File: src/rtl/alu_seq.sv
// -----------------------------------------------------------------------------
// alu_seq_pkg : operation encoding shared by alu_seq and its users.
// alu_seq     : handshaked, registered ALU with a multi-cycle shift-add multiply.
//
// Ports
//   CLK, RST_N           clock (rising edge), asynchronous active-low reset
//   IN_VALID / IN_READY  operand-side handshake (IN_READY is combinational)
//   OP, INPUTA, INPUTB   operation and operands, sampled only on a transfer
//   OUT_VALID/OUT_READY  result-side handshake
//   OUT                  result (WIDTH bits)
//   ZERO                 OUT == 0
//   EQUAL                latched INPUTA == latched INPUTB
//   CARRY                carry / borrow / shift-out / multiply overflow
//
// WIDTH must be a power of two in 4..64; SHW is derived from it.
// -----------------------------------------------------------------------------
package alu_seq_pkg;
    typedef enum logic [2:0] {
        kADD = 3'd0,
        kSUB = 3'd1,
        kAND = 3'd2,
        kXOR = 3'd3,
        kOR  = 3'd4,
        kSHL = 3'd5,
        kSHR = 3'd6,
        kMUL = 3'd7
    } op_e;
endpackage

module alu_seq
    import alu_seq_pkg::*;
#(
    parameter int WIDTH = 16,
    parameter int SHW   = $clog2(WIDTH)
) (
    input  logic             CLK,
    input  logic             RST_N,
    input  logic             IN_VALID,
    output logic             IN_READY,
    input  logic [2:0]       OP,
    input  logic [WIDTH-1:0] INPUTA,
    input  logic [WIDTH-1:0] INPUTB,
    output logic             OUT_VALID,
    input  logic             OUT_READY,
    output logic [WIDTH-1:0] OUT,
    output logic             ZERO,
    output logic             EQUAL,
    output logic             CARRY
);

    typedef enum logic [1:0] {
        S_IDLE = 2'd0,
        S_MUL  = 2'd1,
        S_DONE = 2'd2
    } state_e;

    localparam logic [SHW-1:0] CNT_LAST = SHW'(WIDTH - 1);

    state_e             state_q;
    logic [WIDTH-1:0]   a_q, b_q;
    logic [2*WIDTH-1:0] acc_q;
    logic [SHW-1:0]     cnt_q;
    logic [WIDTH-1:0]   out_q;
    logic               zero_q, equal_q, carry_q, valid_q;

    op_e                op_in;
    logic               accept;
    logic [WIDTH-1:0]   res_d;
    logic               carry_d;
    logic [SHW-1:0]     sh;
    logic [2*WIDTH-1:0] partial;
    logic [2*WIDTH-1:0] acc_next;
    logic               mul_last;

    assign op_in = op_e'(OP);

    // A result slot frees up in the same cycle the consumer takes the old one,
    // which is what allows one non-MUL op per cycle while streaming.
    assign IN_READY = RST_N & ((state_q == S_IDLE) |
                               ((state_q == S_DONE) & OUT_READY));
    assign accept   = IN_VALID & IN_READY;

    // Single-cycle ops are evaluated straight from the input operands so the
    // result can be registered on the accepting edge.
    always_comb begin
        res_d   = '0;
        carry_d = 1'b0;
        sh      = INPUTB[SHW-1:0];
        case (op_in)
            kADD: {carry_d, res_d} = {1'b0, INPUTA} + {1'b0, INPUTB};
            // Top bit of the widened difference is the borrow (A < B).
            kSUB: {carry_d, res_d} = {1'b0, INPUTA} - {1'b0, INPUTB};
            kAND: res_d = INPUTA & INPUTB;
            kXOR: res_d = INPUTA ^ INPUTB;
            kOR:  res_d = INPUTA | INPUTB;
            // Extra bit above the MSB catches A[WIDTH-s]; zero when s == 0.
            kSHL: {carry_d, res_d} = {1'b0, INPUTA} << sh;
            // Extra bit below the LSB catches A[s-1]; zero when s == 0.
            kSHR: {res_d, carry_d} = {INPUTA, 1'b0} >> sh;
            default: ;  // kMUL goes through the sequencer
        endcase
    end

    // One shift-add step per cycle, LSB of B first.
    assign partial  = {{WIDTH{1'b0}}, a_q} << cnt_q;
    assign acc_next = b_q[cnt_q] ? (acc_q + partial) : acc_q;
    assign mul_last = (cnt_q == CNT_LAST);

    always_ff @(posedge CLK or negedge RST_N) begin
        if (!RST_N) begin
            state_q <= S_IDLE;
            a_q     <= '0;
            b_q     <= '0;
            acc_q   <= '0;
            cnt_q   <= '0;
            out_q   <= '0;
            zero_q  <= 1'b0;
            equal_q <= 1'b0;
            carry_q <= 1'b0;
            valid_q <= 1'b0;
        end else begin
            case (state_q)
                S_IDLE, S_DONE: begin
                    if (accept) begin
                        a_q <= INPUTA;
                        b_q <= INPUTB;
                        if (op_in == kMUL) begin
                            acc_q   <= '0;
                            cnt_q   <= '0;
                            valid_q <= 1'b0;
                            state_q <= S_MUL;
                        end else begin
                            out_q   <= res_d;
                            zero_q  <= (res_d == '0);
                            equal_q <= (INPUTA == INPUTB);
                            carry_q <= carry_d;
                            valid_q <= 1'b1;
                            state_q <= S_DONE;
                        end
                    end else if ((state_q == S_DONE) && OUT_READY) begin
                        valid_q <= 1'b0;
                        state_q <= S_IDLE;
                    end
                end
                S_MUL: begin
                    acc_q <= acc_next;
                    cnt_q <= cnt_q + 1'b1;
                    // The final step is folded into the result capture, so the
                    // product is presented right after the WIDTH-th iteration.
                    if (mul_last) begin
                        out_q   <= acc_next[WIDTH-1:0];
                        zero_q  <= (acc_next[WIDTH-1:0] == '0);
                        equal_q <= (a_q == b_q);
                        carry_q <= |acc_next[2*WIDTH-1:WIDTH];
                        valid_q <= 1'b1;
                        state_q <= S_DONE;
                    end
                end
                default: begin
                    valid_q <= 1'b0;
                    state_q <= S_IDLE;
                end
            endcase
        end
    end

    assign OUT_VALID = valid_q;
    assign OUT       = out_q;
    assign ZERO      = zero_q;
    assign EQUAL     = equal_q;
    assign CARRY     = carry_q;

endmodule

File: config.mk
export PLATFORM = sky130hd
export DESIGN_NAME = alu_seq
export DESIGN_NICKNAME = d
export VERILOG_FILES = /design/src/rtl/alu_seq.sv
export SDC_FILE = /design/constraint.sdc
export NUM_CORES = 1
export LEC_CHECK = 0
export ABC_AREA = 1
export CAP_MARGIN = 10
export CELL_PAD_IN_SITES_DETAIL_PLACEMENT = 1
export CELL_PAD_IN_SITES_GLOBAL_PLACEMENT = 1
export CORE_ASPECT_RATIO = 1.1
export CORE_MARGIN = 1.5
export CORE_UTILIZATION = 45
export DETAILED_ROUTE_END_ITERATION = 7
export PLACE_DENSITY_LB_ADDON = 0.1
export RECOVER_POWER = 100
export SLEW_MARGIN = 10
export SYNTH_ARGS = -nofsm -noshare
export SYNTH_HDL_FRONTEND = slang
export SYNTH_SLANG_ARGS = --single-unit
File: constraint.sdc
create_clock -name CLK -period 5.3 [get_ports CLK]
set_input_delay 0.53 -clock CLK [delete_from_list [all_inputs] [get_ports CLK]]
set_output_delay 0.53 -clock CLK [all_outputs]
set_load 0.02 [all_outputs]
==> results of run 1 <==
## layer usage
layer	part of all wire	vias up
met5	0.00026	-
met2	0.49	420
met1	0.39	6422
met3	0.039	175
met4	0.083	2
li1	-	6512
## cell families (layout without fill, tap and decap cells)
| logic type | count (synthesis) | after routing | synth area share |
|---|---|---|---|
| buffers and inverters | 349 | 364 | 0.1227 |
| AO/OA/AOI/OAI | 320 | 320 | 0.1550 |
| AND/OR/NAND/NOR | 1151 | 1151 | 0.4141 |
| multiplexers | 7 | 7 | 0.006083 |
| flip-flops | 89 | 89 | 0.1934 |
| adder cells (fa/ha/maj) | 85 | 85 | 0.09429 |
| XOR/XNOR | 19 | 19 | 0.01445 |
## critical path: stages (launching register included)
cell and delay [ns]:
dfrtp_1 0.68, buf_4 0.33, nand2_1 0.07, o21ai_0 0.14
nand2_1 0.11, o21ai_0 0.12, o21ai_0 0.17, nand2_1 0.10
o21ai_0 0.21, ha_1 0.47, nand2_1 0.15, nor2_1 0.23
nand2_1 0.19, nor4_1 0.33, nand2_1 0.09, nand2_1 0.10
nand2_1 0.05, nand2_1 0.06, nand2_1 0.04, inv_1 0.06
nand2_1 0.05, nor2_1 0.14, nand3_1 0.09, nand2_1 0.07
a21oi_1 0.06
## registers in the layout, indices dropped and copies added (netlist names)
register,count
CARRY,1
EQUAL,1
OUT,16
ZERO,1
a_q,16
acc_q,32
b_q,16
cnt_q,4
state_q,2
## report_power, final
| group | switching (W) | leakage, nW | internal (W) |
|---|---|---|---|
| combinational | 0.00416 | 5.44 | 0.00182 |
| sequential | 0.000382 | 1.10 | 0.00102 |
| clock | 0.000315 | 0.145 | 0.000375 |
## cells in the mapped netlist (3+ instances only)
cell type  instances
ha_1              82
inv_1            265
inv_2              4
o21ai_0          162
clkbuf_1          39
xnor2_1            7
xor2_1            12
a21boi_0           8
and2_1             5
o21bai_1           5
or2_2             11
o22ai_1           16
nand2_2            4
fa_1               3
nand3b_1           6
buf_1              5
o21ai_1            6
buf_6              4
buf_2             21
o31ai_1            3
nor4_1             5
nand2_1          700
mux2i_1            7
nor2_1           175
o211ai_1          11
nor3_1            16
nand3_1          199
o21a_1            14
nand4_1           21
buf_4              6
o221ai_1           3
dfrtp_1           89
a31oi_1            3
a21oi_1           76
## layout make-up
cell class              instances  area (um^2)
clock buffers                   9        225.2
clock inverters                 7        82.58
fillers                      3677        12640
inverters                     272         1033
multi-input cells            1582         7876
flip-flops and latches         89         2227
well taps                     315        394.1
repair buffers                 76        705.7
## worst min path at each step
| stage | endpoint | slack [ns] |
|---|---|---|
| after detailed placement | OUT[7] | 0.44 |
| after global placement | OUT[7] | 0.43 |
| after floorplan | CARRY | 0.23 |
| after CTS | OUT[7] | 0.05 |
| after global routing | OUT[7] | 0.48 |
| final | OUT[7] | 0.40 |
## per-stage QoR
stage	util	area [um^2]	power [W]	std cells	hold slack, ns
floorplan	-	11520	0.005430	2020	0.2344
global placement	0.4864	12250	0.007102	2334	0.4316
detailed placement	0.4864	12250	0.007317	2334	0.4366
CTS	0.4986	12560	0.008054	2350	0.05120
global route	0.4981	12540	0.008789	2350	0.4820
finish	0.4981	12540	0.008069	2350	0.3998
==> impl_metrics.env, run 1 <==
export IMPL_area_delta_synth_final_pct=8.907
export IMPL_worstReg2RegStart="cnt_q[0]"
export IMPL_finalHoldViolCount=0
export IMPL_finalMaxSlewViolations=71
export IMPL_rsz0062_at_grt="false"
export IMPL_grtUsageMet1=0.4236
export IMPL_synthCells=2020
export IMPL_first_global_vias=13970
export IMPL_cts_buffer_depth=2
export IMPL_clkTransAtPathRegs_ns=0.08
export IMPL_r2r_cells=24
export IMPL_synthArstFlopShare=1.000
export IMPL_ios=60
export IMPL_path_class="flop to flop"
export IMPL_setup_ws_ns=1.051
export IMPL_wire_per_inst_um=21.53
export IMPL_clockRootBuffer="clkbuf_16"
export IMPL_synth_seq_area_share=0.1934
export IMPL_dp_slack_ns=1.177
export IMPL_via_count=13530
export IMPL_syn_avg_cell_area_um2=5.702
export IMPL_finalSetupTns_ns=0
export IMPL_holdBufCountCts=0
export IMPL_syn_area_mm2=0.01152
export IMPL_dieArea_mm2=0.02657
export IMPL_r2r_slack_ns=1.05
export IMPL_period_needed_ns=4.249
export IMPL_grt_ovfl_total=0
export IMPL_report_final_setup_viol=0
export IMPL_dr_pass1_iters=5
export IMPL_cts_max_level=3
export IMPL_fin_skew_ns=0.01340
export IMPL_core_mm2=0.02519
export IMPL_synth_edf_count=0
export IMPL_synth_cell_type_count=55
export IMPL_post_cts_resized=0
export IMPL_antenna_found_initial=1
export IMPL_final_common_cell="nand2_1"
export IMPL_worst_ir_drop_vdd_v=0.0002621
export IMPL_hpwl_mm=41.35
export IMPL_leakagePower_nw=6.688
export IMPL_cts_buffers=9
export IMPL_met2_usage=0.6856
export IMPL_hold_path_class="input pin to asynchronous set/reset pin"
export IMPL_start_util=0.4573
export IMPL_critical_path_required_ns=5.53
export IMPL_timing_rr_end="CARRY"
export IMPL_ys_ff_latch=89
export IMPL_worst_pin_slew_ns=1.886
export IMPL_cp_start_kind="flop"
export IMPL_violations="capacitance limit, slew limit"
export IMPL_use_met3=0.04255
export IMPL_maxCapViolCount=1
export IMPL_critPathCapture="CARRY"
export IMPL_top_usage_layer="met2"
export IMPL_p_per_area_mw_per_mm2=643.2
export IMPL_netlist_top_cells_area="nand2_1 (23%), dfrtp_1 (19%), ha_1 (8.9%)"
export IMPL_critPathMaxFanout=20
export IMPL_drive_gt1_frac=0.03096
export IMPL_synth_warnings=0
export IMPL_clk_latency_ns=0.36
export IMPL_yosys_most_used_dff="dfrtp_1"
export IMPL_status="finished, violations left"
export IMPL_routed_wl_mm=50.59
export IMPL_grtUsageTotal=0.3858
export IMPL_timing_final_crit_share=0.8016
export IMPL_rows=61
export IMPL_mostFrequentLayoutCells="nand2_1 (699), inv_1 (265), nand3_1 (199)"
export IMPL_antennaDiodeCount=0
export IMPL_die_y_um=170.8
export IMPL_syn_nets=2144
export IMPL_port_buffers=59
export IMPL_grt_pass1_wl_mm=77.56
export IMPL_cp_end_kind="flop"
export IMPL_cts_tree="built"
export IMPL_ant_nets=0
export IMPL_slew_headroom=-0.2574
export IMPL_drcViolationCount=0
export IMPL_place_gp_congestion=1.059
export IMPL_die_width_um=155.5
export IMPL_cts_setup_buffers=0
export IMPL_via_per_inst=5.758
export IMPL_cp_startpoint="cnt_q[0]"
export IMPL_clock_fmax_mhz=235.4
export IMPL_yosysTopAreaCellShare=0.2281
export IMPL_yosysTopAreaCell="nand2_1"
export IMPL_drt_first_iter_violations=820
export IMPL_cts_sinks=89
export IMPL_arrival_ns=4.48
export IMPL_layout_nets=2154
export IMPL_grt_max_degree=71
No activity file was read; power rests on OpenSTA's default activity.
==> run 2: changes to the inputs <==
Settings changed: CORE_UTILIZATION 45 to 39.
Clock period 5.3 ns to 3.76 ns, I/O delays scaled along.
==> impl_metrics.env, run 2 (same netlist as run 1, synthesis figures left out) <==
export IMPL_dr_pass1_iters=5
export IMPL_fin_cells=2496
export IMPL_clk_latency_ns=0.36
export IMPL_final_common_cell="nand2_1"
export IMPL_grt_pass1_wl_mm=81.89
export IMPL_fin_skew_ns=0.01456
export IMPL_grt_max_degree=74
export IMPL_rsz0062_at_grt="true"
export IMPL_drt_first_iter_violations=785
export IMPL_drive_gt1_frac=0.09633
export IMPL_first_global_vias=14420
export IMPL_largest_reg_flops=32
export IMPL_hold_path_class="flop to flop"
export IMPL_p_per_area_mw_per_mm2=927.5
export IMPL_worst_hold_slack_ns=0.4724
export IMPL_ant_nets=0
export IMPL_leakagePower_nw=7.211
export IMPL_rows=65
export IMPL_power_internal_w=0.005238
export IMPL_arrival_ns=3.79
export IMPL_power_share_switching=0.5844
export IMPL_comb_power_share=0.768
export IMPL_worst_ir_drop_vdd_v=0.0003989
export IMPL_cts_sinks=89
export IMPL_cp_start_kind="flop"
export IMPL_report_final_setup_viol=0
export IMPL_period_needed_ns=3.553
export IMPL_slew_headroom=-0.2576
export IMPL_cts_buffer_depth=2
export IMPL_antennaDiodeCount=0
export IMPL_finalMaxSlewViolations=74
export IMPL_wire_per_inst_um=21.43
export IMPL_layout_nets=2248
export IMPL_clkTransAtPathRegs_ns=0.08
export IMPL_cts_tree="built"
export IMPL_violations="capacitance limit, slew limit"
export IMPL_critPathMaxFanout=19
export IMPL_hpwl_mm=44.46
export IMPL_routed_wl_mm=53.49
export IMPL_clkPwrFrac=0.080
export IMPL_die_width_um=166.9
export IMPL_dieArea_mm2=0.03058
export IMPL_antenna_found_initial=0
export IMPL_path_class="flop to flop"
export IMPL_port_buffers=59
export IMPL_status="finished, violations left"
export IMPL_finalHoldViolCount=0
export IMPL_p_sw_w=0.007366
export IMPL_via_count=13930
export IMPL_via_per_inst=5.581
export IMPL_cp_end_kind="flop"
export IMPL_maxCapViolCount=1
export IMPL_ios=60
export IMPL_core_mm2=0.02887
export IMPL_grtUsageTotal=0.3516
export IMPL_grt_ovfl_total=0
export IMPL_cts_buffers=9
export IMPL_start_util=0.3990
export IMPL_clock_fmax_mhz=281.4
export IMPL_area_delta_synth_final_pct=17.98
export IMPL_mostFrequentLayoutCells="nand2_1 (682), inv_1 (265), nand3_1 (194)"
export IMPL_postLayoutCoreUtil=0.4707
export IMPL_place_inst=2471
export IMPL_place_gp_congestion=1.006
export IMPL_die_y_um=183.2
export IMPL_cts_max_level=3
export IMPL_top_register="acc_q"
export IMPL_critical_path_required_ns=4.00
export IMPL_timing_final_crit_share=0.9450
export IMPL_clockRootBuffer="clkbuf_16"
export IMPL_seq_power_share=0.152
export IMPL_worst_pin_slew_ns=1.886
export IMPL_drcViolationCount=0
==> run 2: final timing paths <==
| path | from | to | slack (ns) | depth (start not counted) |
|---|---|---|---|---|
| min reg2reg | OUT[3] | OUT[3] | 0.47 | 2 |
| max in group asynchronous | RST_N | cnt_q[0] | 0.60 | 3 |
| max | cnt_q[0] | CARRY | 0.21 | 27 |
| max reg2reg | cnt_q[0] | CARRY | 0.21 | 27 |
| min in group asynchronous | RST_N | OUT[0] | 0.70 | 2 |
| min | OUT[3] | OUT[3] | 0.47 | 2 |
==> run 2: per-stage QoR <==
step / setup TNS, ns / worst slack (ns) / instance area, um^2 / power, W
2_1_floorplan: 0 / 0.6602 / 11520 / 0.007653
3_5_place_dp: -0.2831 / -0.2133 / 12960 / 0.01079
4_1_cts: -0.04487 / -0.04487 / 13320 / 0.01191
3_3_place_gp: -0.1788 / -0.1619 / 12960 / 0.01060
6_report: 0 / 0.2068 / 13590 / 0.01260
5_1_grt: -0.1083 / -0.09933 / 13590 / 0.01367
==> run 2: final cells by class <==
| type | count | area, um^2 |
|---|---|---|
| Inverter | 272 | 1039 |
| Tap cell | 368 | 460.4 |
| Clock buffer | 11 | 242.7 |
| Multi-Input combinational cell | 1582 | 8104 |
| Fill cell | 4086 | 15280 |
| Clock inverter | 4 | 77.57 |
| Timing Repair Buffer | 170 | 1438 |
| Sequential cell | 89 | 2228 |
==> run 2: power groups by stage <==
stage / sequential [W] / clock, W / combinational, W
after global placement: 0.00191 / 0 / 0.00869
after global routing: 0.00197 / 0.00105 / 0.0107
after detailed placement: 0.00192 / 0 / 0.00886
final: 0.00192 / 0.00101 / 0.00968
after CTS: 0.00191 / 0.00102 / 0.00899
after floorplan: 0.00184 / 0 / 0.00581
==> run 2: what timing repair did <==
item,in CTS,in global routing
buffers inserted,0,8
gates resized for setup,6,81
gates cloned,0,1
hold buffers,1,0
setup endpoints to repair,3,14
pin swaps,0,18
endpoints found under the hold margin,16,0
==> run 2: routing by layer <==
metal | vias up | GRT usage | routed length [um]
li1 | 6690 | - | -
met1 | 6701 | 0.3900 | 21090
met2 | 385 | 0.6433 | 26790
met3 | 155 | 0.03215 | 1755
met4 | 0 | 0.2309 | 3855
met5 | - | 0 | 0
==> run 2: worst max-delay path: stages (launching register included) <==
cell and delay (ns):
dfrtp_2 0.45, buf_12 0.17, inv_8 0.10, nand2_1 0.06, o21ai_0 0.11, nand2_1 0.07
o21ai_1 0.11, nand2_1 0.07, o21ai_1 0.13, nand2_1 0.08, o21ai_0 0.11, ha_2 0.36
nand2_2 0.15, inv_1 0.05, nand2_1 0.06, nand2_1 0.17, inv_1 0.15, nand3_4 0.15
nand2_1 0.15, nand3_1 0.08, nand2_1 0.07, nand3_1 0.06, nand2_1 0.08, nand3_1 0.06
nor2_1 0.14, nand3_1 0.10, nand2_1 0.06, a21oi_1 0.06
